$ cat config.mk
export PLATFORM = sky130hd
export DESIGN_NAME = ip_complex_initiator
export DESIGN_NICKNAME = d
export VERILOG_FILES = /design/src/rtl/ip_complex_initiator.sv
export SDC_FILE = /design/constraint.sdc
export NUM_CORES = 1
export LEC_CHECK = 0
export ABC_AREA = 0
export CAP_MARGIN = 20
export CORE_MARGIN = 2
export CORE_UTILIZATION = 50
export CTS_CLUSTER_DIAMETER = 40
export CTS_CLUSTER_SIZE = 30
export DETAILED_ROUTE_END_ITERATION = 8
export PLACE_DENSITY = 0.86
export REMOVE_ABC_BUFFERS = 1
export SYNTH_ARGS = -nofsm -noshare
export SYNTH_HDL_FRONTEND = slang
export SYNTH_SLANG_ARGS = --single-unit
$ cat constraint.sdc
create_clock -name clk -period 4.8 [get_ports clk]
set_clock_uncertainty 0.1 [all_clocks]
set_input_delay 0.96 -clock clk [delete_from_list [all_inputs] [get_ports clk]]
set_output_delay 0.96 -clock clk [all_outputs]
set_load 0.05 [all_outputs]
$ cat src/rtl/ip_complex_initiator.sv
// ip_complex_initiator
// Drives the operand side of an ip_complex instance one transaction at a time.
// A request (req_a/req_b) is accepted in IDLE and registered onto ip_din_a/b.
// The block then waits for a rising edge on ip_ready, captures ip_dout_a/b and
// offers them on the response port. If no rising edge arrives within TIMEOUT
// cycles, an error response with zeroed data is returned instead.
//
// Ports:
//   clk, rst_n            clock, asynchronous active-low reset
//   req_valid/req_ready   upstream request handshake
//   req_a[7:0], req_b[3:0] request operands
//   ip_din_a/ip_din_b     registered operands to the IP
//   ip_dout_a/ip_dout_b   IP results
//   ip_ready              IP result strobe (rising edge is significant)
//   rsp_valid/rsp_ready   downstream response handshake
//   rsp_a/rsp_b/rsp_err   response data and timeout flag
//   txn_count[CNT_W-1:0]  completed responses, wraps
//   err_count[7:0]        timeout responses, saturates at 255
module ip_complex_initiator #(
  parameter int unsigned TIMEOUT = 16,
  parameter int unsigned CNT_W   = 16
) (
  input  logic             clk,
  input  logic             rst_n,
  input  logic             req_valid,
  output logic             req_ready,
  input  logic [7:0]       req_a,
  input  logic [3:0]       req_b,
  output logic [7:0]       ip_din_a,
  output logic [3:0]       ip_din_b,
  input  logic [7:0]       ip_dout_a,
  input  logic [3:0]       ip_dout_b,
  input  logic             ip_ready,
  output logic             rsp_valid,
  input  logic             rsp_ready,
  output logic [7:0]       rsp_a,
  output logic [3:0]       rsp_b,
  output logic             rsp_err,
  output logic [CNT_W-1:0] txn_count,
  output logic [7:0]       err_count
);

  typedef enum logic [1:0] {
    ST_IDLE = 2'd0,
    ST_WAIT = 2'd1,
    ST_RESP = 2'd2
  } state_t;

  // Last counter value before the timeout fires; the counter is 0 on the
  // first WAIT edge, so the timeout lands on the TIMEOUT-th WAIT edge.
  localparam logic [7:0] TMO_LAST = 8'(TIMEOUT - 1);

  state_t     state;
  logic [7:0] tmo_cnt;
  logic       ip_ready_q;
  logic       ip_rise;

  // Only IDLE can take a new request, so the handshake needs no extra state.
  assign req_ready = (state == ST_IDLE);

  // A level that was already high when WAIT began is not a rise, which is
  // what makes a stale ready time out instead of completing instantly.
  assign ip_rise = ip_ready && !ip_ready_q;

  // Main transaction FSM with registered operand, response and counter outputs.
  always_ff @(posedge clk or negedge rst_n) begin
    if (!rst_n) begin
      state      <= ST_IDLE;
      tmo_cnt    <= 8'd0;
      ip_ready_q <= 1'b0;
      ip_din_a   <= 8'd0;
      ip_din_b   <= 4'd0;
      rsp_valid  <= 1'b0;
      rsp_a      <= 8'd0;
      rsp_b      <= 4'd0;
      rsp_err    <= 1'b0;
      txn_count  <= '0;
      err_count  <= 8'd0;
    end else begin
      ip_ready_q <= ip_ready;
      case (state)
        ST_IDLE: begin
          if (req_valid) begin
            ip_din_a <= req_a;
            ip_din_b <= req_b;
            tmo_cnt  <= 8'd0;
            state    <= ST_WAIT;
          end
        end
        ST_WAIT: begin
          // A rise on the same edge as the timeout still counts as success.
          if (ip_rise) begin
            rsp_a     <= ip_dout_a;
            rsp_b     <= ip_dout_b;
            rsp_err   <= 1'b0;
            rsp_valid <= 1'b1;
            state     <= ST_RESP;
          end else begin
            tmo_cnt <= tmo_cnt + 8'd1;
            if (tmo_cnt == TMO_LAST) begin
              rsp_a     <= 8'd0;
              rsp_b     <= 4'd0;
              rsp_err   <= 1'b1;
              rsp_valid <= 1'b1;
              state     <= ST_RESP;
            end
          end
        end
        ST_RESP: begin
          if (rsp_ready) begin
            rsp_valid <= 1'b0;
            state     <= ST_IDLE;
            txn_count <= txn_count + CNT_W'(1);
            if (rsp_err && (err_count != 8'hFF)) begin
              err_count <= err_count + 8'd1;
            end
          end
        end
        default: begin
          state     <= ST_IDLE;
          rsp_valid <= 1'b0;
        end
      endcase
    end
  end

endmodule

==> reports/metrics.yaml <==
clock_tree:
  cts_tree: "yes"
  postCtsSetupBuffers: 0
  numCtsBuffers: 9
  cts_htree_levels: 3
  clockRootBuffer: "clkbuf_8"
  holdBufCountCts: 0
  cts_resized: 0
  clock-sinks: 61
  path_clk_slew_ns: 0.06
  clk_latency_ns: 0.33
  cts.path.max_buffers: 2
routing:
  drt_iter0_drc: 76
  first_pass_iters: 4
  wl_per_cell_um: 14.5
  wl_um: 5320
  vias: 1930
  viasPerCell: 5.26
  ant_nets: 0
  drcViolationCount: 0
critical_path:
  r2r-end: "ip_din_b[2]$_DFFE_PN0P_"
  path_cells: "nor2_1 > clkdlybuf4s50_1"
  critical_path_class: "reg -> out"
  cp-start-kind: "flop"
  crit_fanout: 14
  r2r_slack_ns: 2.83
  cp_slowest_cell: "clkdlybuf4s50_1"
  critPathArrivalTime_ns: 1.89
  rr_startpoint: "state[0]$_DFFE_PN0P_"
  reg2regPathDepth: 3
  critPathCaptureType: "output pin"
  critPathMaxStageDelay_ns: 0.82
  cp_data_required_time_ns: 3.74
sta:
  rsz0062_at_grt: "false"
  fin_setup_tns_ns: 0
  max_clock_freq_mhz: 339
  finalCriticalPeriod_ns: 2.95
  relSlewSlack_pct: 46.4
  setup_viol: 0
  slew_violations: 0
  hold_violations: 0
  fin_crit_sh_pct: 61.5
  hold_ws_ns: 0.387
  worstMarginPinSlew_ns: 0.802
finish:
  diodes: 0
  final_common_cell: "clkdlybuf4s50_1"
  nets: 324
  final_core_util_pct: 72.6
  layout-drive-gt1-share_pct: 12.1
  area.growth.synth_to_final_pct: 39.9
  fillerInstances: 385
  final_cell_mix: "clkdlybuf4s50_1, dfrtp_1, a22o_1, xnor2_1, nor2_1"
  finalNonFillerCells: 367
global_routing:
  grt_pass1_vias: 2016
  antenna_found_initial: 0
  grt_pass1_wl_um: 9100
  grt_usage_pct: 19.6
  overflow: 0
  grt_max_degree: 62
synth:
  async_flop_share_pct: 100
  synthFlopType: "dfrtp_1"
  syn-cell-area_sq_um: 2650
  synth_edf_count: 0
  post_synth.cell_area_avg_sq_um: 12.7
  synth_cell_types: 36
  syn_inst: 208
  ys_seq_area_share_pct: 57.6
  yosys_warnings: 0
  synth-seq-cells: 61
status:
  status: "complete, no violations"
pwr:
  p_leak_uw: 0.00165
  p_per_area_nw_per_um2: 611
  p_total_uw: 2270
  irDropWorstVdd_mv: 0.468
placement:
  gp_congestion: 0.745
  port-buffer-count: 79
  dp.cells: 351
  hpwl_um: 3810
floorplanning:
  die-width_um: 76.8
  die_area_sq_um: 5900
  dieHeight_um: 76.8
  start_util_pct: 51.9
  num_io_pins: 80
  core_sq_um: 5110
  fp-row-count: 26
hold_path:
  hold_path_depth: 1
  hp-class: "reg -> reg"
  holdCritStartpoint: "txn_count[14]$_DFFE_PN0P_"
  holdPathEnd: "txn_count[14]$_DFFE_PN0P_"
job:
  maxCapViolations: 0
[critical path: cells and delay by family (launching register included)]
kind                   cells  cell delay, ns
buffers and inverters      1            0.82
DFF                        1            0.55
and+or+nand+nor            1            0.20
[layout make-up]
| class | instances | area (sq um) | share of cell area, % |
|---|---|---|---|
| clock buffers | 12 | 155 | 4.18 |
| clock inverters | 4 | 70.1 | 1.89 |
| inverters | 1 | 3.75 | 0.101 |
| multi-input cells | 139 | 1070 | 28.9 |
| flip-flops and latches | 61 | 1530 | 41.2 |
| well taps | 70 | 87.6 | 2.36 |
| repair buffers | 80 | 793 | 21.4 |
[state kept, by name, summed over array words and instances (netlist names)]
| register | count |
|---|---|
| rsp_valid | 1 |
| txn_count | 16 |
| state | 2 |
| tmo_cnt | 8 |
| ip_ready_q | 1 |
| rsp_err | 1 |
| rsp_a | 8 |
| ip_din_b | 4 |
| err_count | 8 |
| rsp_b | 4 |
| ip_din_a | 8 |
[kinds of logic (layout without fill, tap and decap cells)]
logic type / Yosys count / after routing / share of synthesized area (%)
AO/OA/AOI/OAI: 26 / 26 / 8.97
buffers and inverters: 8 / 97 / 1.94
AND/OR/NAND/NOR: 68 / 68 / 14.7
multiplexers: 16 / 16 / 6.80
adder cells (fa/ha/maj): 3 / 3 / 1.42
XOR/XNOR: 26 / 26 / 8.59
flip-flops: 61 / 61 / 57.6
[synth_stat cells (2+ instances only)]
cell type / instances / area share (%)
and3_1: 6 / 1.4
buf_6: 2 / 0.85
xnor2_1: 15 / 5.0
buf_2: 5 / 0.94
a2111oi_2: 2 / 1.1
ha_1: 3 / 1.4
o21ai_0: 2 / 0.38
nand4_1: 4 / 0.94
a22o_1: 15 / 5.0
dfrtp_1: 61 / 58
nand2b_1: 3 / 0.71
o21bai_1: 2 / 0.57
nand3_1: 11 / 2.1
nor2_1: 13 / 1.8
nand2_1: 12 / 1.7
and4_1: 5 / 1.7
mux2_1: 4 / 1.7
xor2_1: 11 / 3.6
and2_1: 2 / 0.47
and2b_1: 2 / 0.57
mux2_2: 12 / 5.1
nor3_1: 2 / 0.38
[per-stage QoR]
step,setup slack [ns],area [sq um]
after global routing,1.77,3710
after floorplan,2.39,2600
after CTS,1.83,3710
final,1.85,3710
after detailed placement,2.04,3480
after global placement,2.09,3480
[routing by layer]
layer	GRT usage, %	vias to the layer above	share of wire (%)
li1	-	912	-
met5	0	-	0
met1	24.3	945	44
met3	6.24	7	5.5
met4	9.64	0	1.7
met2	31.1	66	49
[how the worst max path moves through the flow]
| stage | cells past startpoint | endpoint | from | slack, ns |
|---|---|---|---|---|
| floorplan | 3 | ip_din_a[0]$_DFFE_PN0P_ | state[0]$_DFFE_PN0P_ | 2.39 |
| global placement | 3 | ip_din_b[2]$_DFFE_PN0P_ | req_valid | 2.09 |
| detailed placement | 3 | ip_din_a[6]$_DFFE_PN0P_ | req_valid | 2.04 |
| CTS | 2 | req_ready | state[0]$_DFFE_PN0P_ | 1.83 |
| global route | 2 | req_ready | state[0]$_DFFE_PN0P_ | 1.77 |
| finish | 2 | req_ready | state[0]$_DFFE_PN0P_ | 1.85 |
[power by group]
part | switching (uW) | internal (uW) | total [uW]
registers | 120 | 652 | 772
logic | 619 | 368 | 986
clock network | 188 | 319 | 508
Note: power is estimated with default switching activity, not from simulation.
